===== src/rtl/uart_cmd_parse_unit.sv =====
// uart_cmd_parse_unit
// Parses command frames from a byte stream (UART receiver side), issues a
// single write or read to the downstream register-access unit, and returns
// a response frame through a valid/ready byte transmitter.
//
// Optional feature: define CMD_CHECKSUM_EN to add an XOR checksum byte to
// both received and transmitted frames.
//
// state  | meaning
// -------+---------------------------------------------------------------
// IDLE   | hunting for HEADER, other bytes dropped
// CMD    | expecting command byte (01 write, 02 read)
// ADDR   | expecting address byte
// DATA   | collecting four write-data bytes, MSB first
// CSUM   | expecting checksum byte (only with CMD_CHECKSUM_EN)
// ISSUE  | waiting for downstream not-busy, then one-cycle enable
// WAIT   | waiting for downstream done pulse
// TX     | sending response bytes, one per accepted handshake

module uart_cmd_parse_unit #(
   parameter logic [7:0] HEADER         = 8'hA5,
   parameter int         TIMEOUT_CYCLES = 100000
) (
   input  logic        sys_clk,
   input  logic        reset_n,
   input  logic [7:0]  rx_data_in,
   input  logic        rx_valid_in,
   output logic [7:0]  tx_data_out,
   output logic        tx_valid_out,
   input  logic        tx_ready_in,
   output logic [7:0]  wr_addr_out,
   output logic [31:0] wr_data_out,
   output logic        wr_enable_out,
   input  logic        wr_done_in,
   input  logic        wr_busy_in,
   output logic [7:0]  rd_addr_out,
   output logic        rd_enable_out,
   input  logic [31:0] rd_data_in,
   input  logic        rd_done_in,
   input  logic        rd_busy_in,
   output logic        frame_err_out
);

   localparam int GAP_W = (TIMEOUT_CYCLES > 2) ? $clog2(TIMEOUT_CYCLES) : 1;
   localparam logic [GAP_W-1:0] GAP_RELOAD = GAP_W'(TIMEOUT_CYCLES - 1);

   localparam logic [7:0] CMD_WR = 8'h01;
   localparam logic [7:0] CMD_RD = 8'h02;
   localparam logic [7:0] RSP_WR = 8'h81;
   localparam logic [7:0] RSP_RD = 8'h82;

   typedef enum logic [2:0] {
      ST_IDLE,
      ST_CMD,
      ST_ADDR,
      ST_DATA,
      ST_CSUM,
      ST_ISSUE,
      ST_WAIT,
      ST_TX
   } state_t;

`ifdef CMD_CHECKSUM_EN
   localparam state_t     ST_POST_RX = ST_CSUM;
   localparam logic [2:0] TX_LAST_WR = 3'd3;
   localparam logic [2:0] TX_LAST_RD = 3'd7;
`else
   localparam state_t     ST_POST_RX = ST_ISSUE;
   localparam logic [2:0] TX_LAST_WR = 3'd2;
   localparam logic [2:0] TX_LAST_RD = 3'd6;
`endif

   state_t            state_q;
   state_t            state_nxt;
   logic              err_set;
   logic              is_read_q;
   logic [7:0]        addr_q;
   logic [31:0]       data_q;
   logic [1:0]        byte_cnt_q;
   logic [GAP_W-1:0]  gap_cnt_q;
   logic [2:0]        tx_idx_q;
   logic              frame_err_q;
   logic [7:0]        tx_byte;

   logic              rx_phase;
   logic              timeout;
   logic              issue_go;
   logic              done_hit;
   logic              tx_fire;
   logic              tx_last;

`ifdef CMD_CHECKSUM_EN
   logic [7:0]        csum_q;
   logic [7:0]        rsp_csum;
`endif

   assign rx_phase = (state_q == ST_CMD)  || (state_q == ST_ADDR) ||
                     (state_q == ST_DATA) || (state_q == ST_CSUM);
   // Gap counter reaching zero on a strobe-less cycle is the terminal count.
   assign timeout  = rx_phase && !rx_valid_in && (gap_cnt_q == '0);
   assign issue_go = (state_q == ST_ISSUE) && (is_read_q ? !rd_busy_in : !wr_busy_in);
   assign done_hit = is_read_q ? rd_done_in : wr_done_in;
   assign tx_fire  = (state_q == ST_TX) && tx_ready_in;
   assign tx_last  = (tx_idx_q == (is_read_q ? TX_LAST_RD : TX_LAST_WR));

`ifdef CMD_CHECKSUM_EN
   assign rsp_csum = is_read_q ?
                     (RSP_RD ^ addr_q ^ data_q[31:24] ^ data_q[23:16] ^ data_q[15:8] ^ data_q[7:0]) :
                     (RSP_WR ^ addr_q);
`endif

   // State register.
   always_ff @(posedge sys_clk or negedge reset_n) begin
      if (!reset_n) begin
         state_q <= ST_IDLE;
      end else begin
         state_q <= state_nxt;
      end
   end

   // Next-state decode and discarded-frame detection.
   always_comb begin
      state_nxt = state_q;
      err_set   = 1'b0;
      case (state_q)
         ST_IDLE: begin
            if (rx_valid_in && (rx_data_in == HEADER)) begin
               state_nxt = ST_CMD;
            end
         end
         ST_CMD: begin
            if (timeout) begin
               state_nxt = ST_IDLE;
               err_set   = 1'b1;
            end else if (rx_valid_in) begin
               // A repeated HEADER lands here as an unknown command.
               if ((rx_data_in == CMD_WR) || (rx_data_in == CMD_RD)) begin
                  state_nxt = ST_ADDR;
               end else begin
                  state_nxt = ST_IDLE;
                  err_set   = 1'b1;
               end
            end
         end
         ST_ADDR: begin
            if (timeout) begin
               state_nxt = ST_IDLE;
               err_set   = 1'b1;
            end else if (rx_valid_in) begin
               state_nxt = is_read_q ? ST_POST_RX : ST_DATA;
            end
         end
         ST_DATA: begin
            if (timeout) begin
               state_nxt = ST_IDLE;
               err_set   = 1'b1;
            end else if (rx_valid_in && (byte_cnt_q == 2'd3)) begin
               state_nxt = ST_POST_RX;
            end
         end
         ST_CSUM: begin
`ifdef CMD_CHECKSUM_EN
            if (timeout) begin
               state_nxt = ST_IDLE;
               err_set   = 1'b1;
            end else if (rx_valid_in) begin
               if (rx_data_in == csum_q) begin
                  state_nxt = ST_ISSUE;
               end else begin
                  state_nxt = ST_IDLE;
                  err_set   = 1'b1;
               end
            end
`else
            state_nxt = ST_IDLE;
`endif
         end
         ST_ISSUE: begin
            if (issue_go) begin
               state_nxt = ST_WAIT;
            end
         end
         ST_WAIT: begin
            if (done_hit) begin
               state_nxt = ST_TX;
            end
         end
         ST_TX: begin
            if (tx_fire && tx_last) begin
               state_nxt = ST_IDLE;
            end
         end
         default: state_nxt = ST_IDLE;
      endcase
   end

   // Frame capture, inter-byte gap timer, read-data capture and tx index.
   always_ff @(posedge sys_clk or negedge reset_n) begin
      if (!reset_n) begin
         is_read_q   <= 1'b0;
         addr_q      <= 8'h00;
         data_q      <= 32'h0;
         byte_cnt_q  <= 2'd0;
         gap_cnt_q   <= GAP_RELOAD;
         tx_idx_q    <= 3'd0;
         frame_err_q <= 1'b0;
`ifdef CMD_CHECKSUM_EN
         csum_q      <= 8'h00;
`endif
      end else begin
         frame_err_q <= err_set;

         if (rx_phase && !rx_valid_in) begin
            gap_cnt_q <= gap_cnt_q - 1'b1;
         end else begin
            gap_cnt_q <= GAP_RELOAD;
         end

         case (state_q)
            ST_IDLE: begin
               if (rx_valid_in && (rx_data_in == HEADER)) begin
                  data_q     <= 32'h0;
                  byte_cnt_q <= 2'd0;
               end
            end
            ST_CMD: begin
               if (rx_valid_in) begin
                  is_read_q <= (rx_data_in == CMD_RD);
`ifdef CMD_CHECKSUM_EN
                  csum_q    <= rx_data_in;
`endif
               end
            end
            ST_ADDR: begin
               if (rx_valid_in) begin
                  addr_q <= rx_data_in;
`ifdef CMD_CHECKSUM_EN
                  csum_q <= csum_q ^ rx_data_in;
`endif
               end
            end
            ST_DATA: begin
               if (rx_valid_in) begin
                  data_q     <= {data_q[23:0], rx_data_in};
                  byte_cnt_q <= byte_cnt_q + 2'd1;
`ifdef CMD_CHECKSUM_EN
                  csum_q     <= csum_q ^ rx_data_in;
`endif
               end
            end
            ST_WAIT: begin
               if (done_hit) begin
                  tx_idx_q <= 3'd0;
                  if (is_read_q) begin
                     data_q <= rd_data_in;
                  end
               end
            end
            ST_TX: begin
               if (tx_fire) begin
                  tx_idx_q <= tx_idx_q + 3'd1;
               end
            end
            default: begin
            end
         endcase
      end
   end

   // Response byte selected by position in the outgoing frame.
   always_comb begin
      tx_byte = 8'h00;
      case (tx_idx_q)
         3'd0: tx_byte = HEADER;
         3'd1: tx_byte = is_read_q ? RSP_RD : RSP_WR;
         3'd2: tx_byte = addr_q;
`ifdef CMD_CHECKSUM_EN
         3'd3: tx_byte = is_read_q ? data_q[31:24] : rsp_csum;
`else
         3'd3: tx_byte = data_q[31:24];
`endif
         3'd4: tx_byte = data_q[23:16];
         3'd5: tx_byte = data_q[15:8];
         3'd6: tx_byte = data_q[7:0];
`ifdef CMD_CHECKSUM_EN
         3'd7: tx_byte = rsp_csum;
`endif
         default: tx_byte = 8'h00;
      endcase
   end

   assign tx_valid_out  = (state_q == ST_TX);
   assign tx_data_out   = tx_valid_out ? tx_byte : 8'h00;
   assign wr_addr_out   = addr_q;
   assign wr_data_out   = data_q;
   assign rd_addr_out   = addr_q;
   assign wr_enable_out = issue_go && !is_read_q;
   assign rd_enable_out = issue_go && is_read_q;
   assign frame_err_out = frame_err_q;

endmodule


===== config.mk =====
export PLATFORM = sky130hd
export DESIGN_NAME = uart_cmd_parse_unit
export DESIGN_NICKNAME = d
export VERILOG_FILES = /design/src/rtl/uart_cmd_parse_unit.sv
export SDC_FILE = /design/constraint.sdc
export NUM_CORES = 1
export LEC_CHECK = 0
export ABC_AREA = 0
export CORE_MARGIN = 10
export CORE_UTILIZATION = 48
export DETAILED_ROUTE_END_ITERATION = 8
export PLACE_DENSITY = 0.91
export SYNTH_ARGS = -nofsm -noshare
export SYNTH_HDL_FRONTEND = slang
export SYNTH_SLANG_ARGS = --single-unit

===== constraint.sdc =====
create_clock -name sys_clk -period 2.35 [get_ports sys_clk]
set_input_delay 0.3525 -clock sys_clk [delete_from_list [all_inputs] [get_ports sys_clk]]
set_output_delay 0.3525 -clock sys_clk [all_outputs]
set_load 0.1 [all_outputs]

==> out/results.ini <==
[synthesis]
ys_seq_elements = 67
syn_avg_cell_area_um2 = 9.42
synth.top_cell.area_share_pct = 37.8
yosys_warnings = 0
yosysTopAreaCell = dfrtp_1
synth_edf_count = 0
syn_area_um2 = 3780
ys_types = 61
synth-main-ff-cell = dfrtp_1
synth_seq_area_share_pct = 44.7
async_reset_ff_share_pct = 100
ys_top_cells_by_area = dfrtp_1 (38%), dfstp_2 (7.0%), a22oi_1 (6.6%)
syn_inst = 401
synth_fp_nets = 457

[placement]
io_buffers = 107
dpl_worst_slack_ps = 43.8
gp_congestion = 0.924
dp_cells = 596
post_dp_cell_area_um2 = 5120
hpwl_um = 9150

[global_route]
grt_max_degree = 68
top_usage_layer = met2
antenna_found_initial = 0
use_met1_pct = 26.3
grt_pass1_vias = 3884
grt_pass1_wl_um = 20500
use_met2_pct = 37.5
grt_use_total_pct = 21.8
overflow = 0
met3_usage_pct = 5.19

[worst_setup_path]
cp.arrival_ps = 2090
r2r_cells = 6
r2r_slack_ps = 160
path_class = reg2out
timing.rr.end = state_q[1]
critPathMaxFanout = 6
cp.required_ps = 2000
r2r_start = gap_cnt_q[11]
worstSetupEndpointType = output port
crit_path_start_kind = flop

[cts]
clk_pin_slew_ps = 70
htreeDepth = 3
cts_tree = yes
cts_hold_buf = 0
insertion_delay_ps = 350
cts_root_buf = clkbuf_8
clock_path_buffers = 2
clock_sinks = 67
numCtsBuffers = 9

[floorplan]
num_rows = 32
die_area_um2 = 11800
die_height_um = 109
core_area_um2 = 7690
pin_count = 108
start_util_pct = 49.1
die_w_um = 109

[detailed_routing]
avgRoutedWirePerCell_um = 20.7
dr.pass1.iters = 5
drc_errors = 0
ant_nets = 0
first_iter_violations = 285
wirelength_um = 12800
vias = 3755
via_per_inst = 6.06

[layout]
final-instance-count-excl-fill = 620
antennaDiodeCount = 0
final_area_um2 = 5490
final_nets = 569
syn_to_final_growth_pct = 45.3
layout-drive-gt1-share_pct = 31.7

[run_status]
run_status = complete, but fails checks
violations = negative setup slack

[power]
p_total_mw = 4.45
intPower_mw = 2.25
pwr-share-clk_pct = 21.3
swShare_pct = 49.5
pwr-share-comb_pct = 46.5
switchingPower_mw = 2.20
cellPowerDensity_nw_per_um2 = 811
leakagePower_nw = 2.20
peakVddDrop_uv = 645
p_seq_share_pct = 32.2

[timing]
whs_ps = 13.8
setup_viol_count_final = 8
setup_ws_ps = -93.4
rsz0062_at_grt = true
slew_headroom_pct = 67.1
hold_violations = 0
min_period_ps = 2440
clock_skew_ps = 10.5
max_freq_mhz = 409
slew_viol_final = 0
period_share_pct = 104
tightest_slew_ps = 493

[flow_run]
drv_cap = 0

[worst_hold_path]
hold_path_class = in2async

## worst max-delay path, cell delays in order (launching register included)
cell and delay, ps:
dfrtp_1 460, inv_2 110, ha_4 200, buf_4 160, a22oi_1 140, o211ai_1 140
a31oi_2 290, nor2_4 60, buf_12 170
## cells in the mapped netlist, types with 3 or more instances
| cell | count |
|---|---|
| dfrtp_1 | 57 |
| buf_6 | 3 |
| inv_2 | 3 |
| a22oi_1 | 33 |
| nand2_1 | 63 |
| a221oi_1 | 4 |
| o21ai_0 | 8 |
| ha_1 | 8 |
| a31oi_1 | 5 |
| inv_1 | 4 |
| nand3_1 | 5 |
| xnor2_1 | 7 |
| nor2_1 | 24 |
| xor2_1 | 6 |
| o21ai_1 | 35 |
| mux2_1 | 8 |
| a22o_1 | 3 |
| a21oi_1 | 9 |
| dfstp_2 | 10 |
| buf_4 | 11 |
| a222oi_1 | 4 |
| or3_1 | 6 |
| nor3b_1 | 4 |
| nor3_1 | 8 |
| clkbuf_1 | 21 |
## metrics by stage
| stage | TNS [ps] | util [%] |
|---|---|---|
| final | -601 | 71.4 |
| after global routing | -1070 | 71.4 |
| after CTS | -358 | 71.3 |
| after detailed placement | 0 | 66.6 |
| after global placement | 0 | 66.6 |
| after floorplan | -117 | - |
## kinds of logic after synthesis
logic type / Yosys count / synth area share [%]
AOI/OAI and AO/OA: 125 / 23.1
xor gates and xnor gates: 13 / 3.01
adders and majority gates: 8 / 2.65
buffers and inverters: 43 / 6.03
DFF: 67 / 44.7
muxes: 11 / 3.25
and+or+nand+nor: 134 / 17.3
## cells in the final DEF (no fill, tap or decap), drive strengths merged, types with 3 or more instances in the layout
cell type      synthesis  routed
buf                   14      90
clkbuf                21       9
dfstp                 10      10
a21oi                 10      10
dfrtp                 57      57
nor3                  10      10
a31oi                  5       5
nor3b                  5       5
xor2                   6       6
nand2                 65      65
mux2                  10      10
ha                     8       8
o21ai                 43      43
nand3                  5       5
a22o                   3       3
clkdlybuf4s50          0      46
a22oi                 33      33
or3                    6       6
inv                    8       7
clkinv                 0       4
a222oi                 4       4
nor2                  25      25
xnor2                  7       7
a221oi                 5       5
## cell type report
type | count | area, um2
Fill cell | 522 | 2200
Inverter | 8 | 48.8
Timing Repair Buffer | 136 | 1320
Clock inverter | 7 | 68.8
Sequential cell | 67 | 1690
Clock buffer | 9 | 124
Multi-Input combinational cell | 291 | 2110
Tap cell | 102 | 128
## layer usage
layer  share of wire [%]  vias up  wire (um)
met3                  11       41       1390
li1                    -     1690          -
met2                  49      235       6260
met5                   0        -          0
met1                  38     1789       4840
met4                 2.7        0        351
## flip-flops by register name (all words and copies together) (netlist names)
signal / count
byte_cnt_q: 2
frame_err_out: 1
gap_cnt_q: 17
is_read_q: 1
rd_addr_out: 8
state_q: 3
tx_idx_q: 3
wr_data_out: 32
## how the worst max path moves through the flow
stage          depth (start not counted)  slack [ps]        endpoint     startpoint
6_report                               8         -90  tx_data_out[7]    tx_idx_q[1]
5_1_grt                                8        -150  tx_data_out[4]    tx_idx_q[0]
4_1_cts                                6         -70  tx_data_out[2]    tx_idx_q[1]
3_5_place_dp                           6          40      state_q[1]  gap_cnt_q[11]
3_3_place_gp                           6         110      state_q[1]  gap_cnt_q[11]
2_1_floorplan                          5         -80   rd_enable_out     state_q[0]
## timing repair
item                       CTS  global route
buffers inserted             8             0
gates cloned                 0             0
resized for setup           23             2
pin swaps                    6             4
setup endpoints to repair    8            10
## power by group through the flow
stage	Sequential (mW)	Clock, mW	Combinational, mW
detailed placement	1.44	0	2.07
floorplan	1.96	0	1.09
CTS	1.43	0.951	2.07
finish	1.43	0.949	2.07
global placement	1.43	0	2.03
global route	1.45	1.01	2.16
Power figures use the tool's default switching activity.
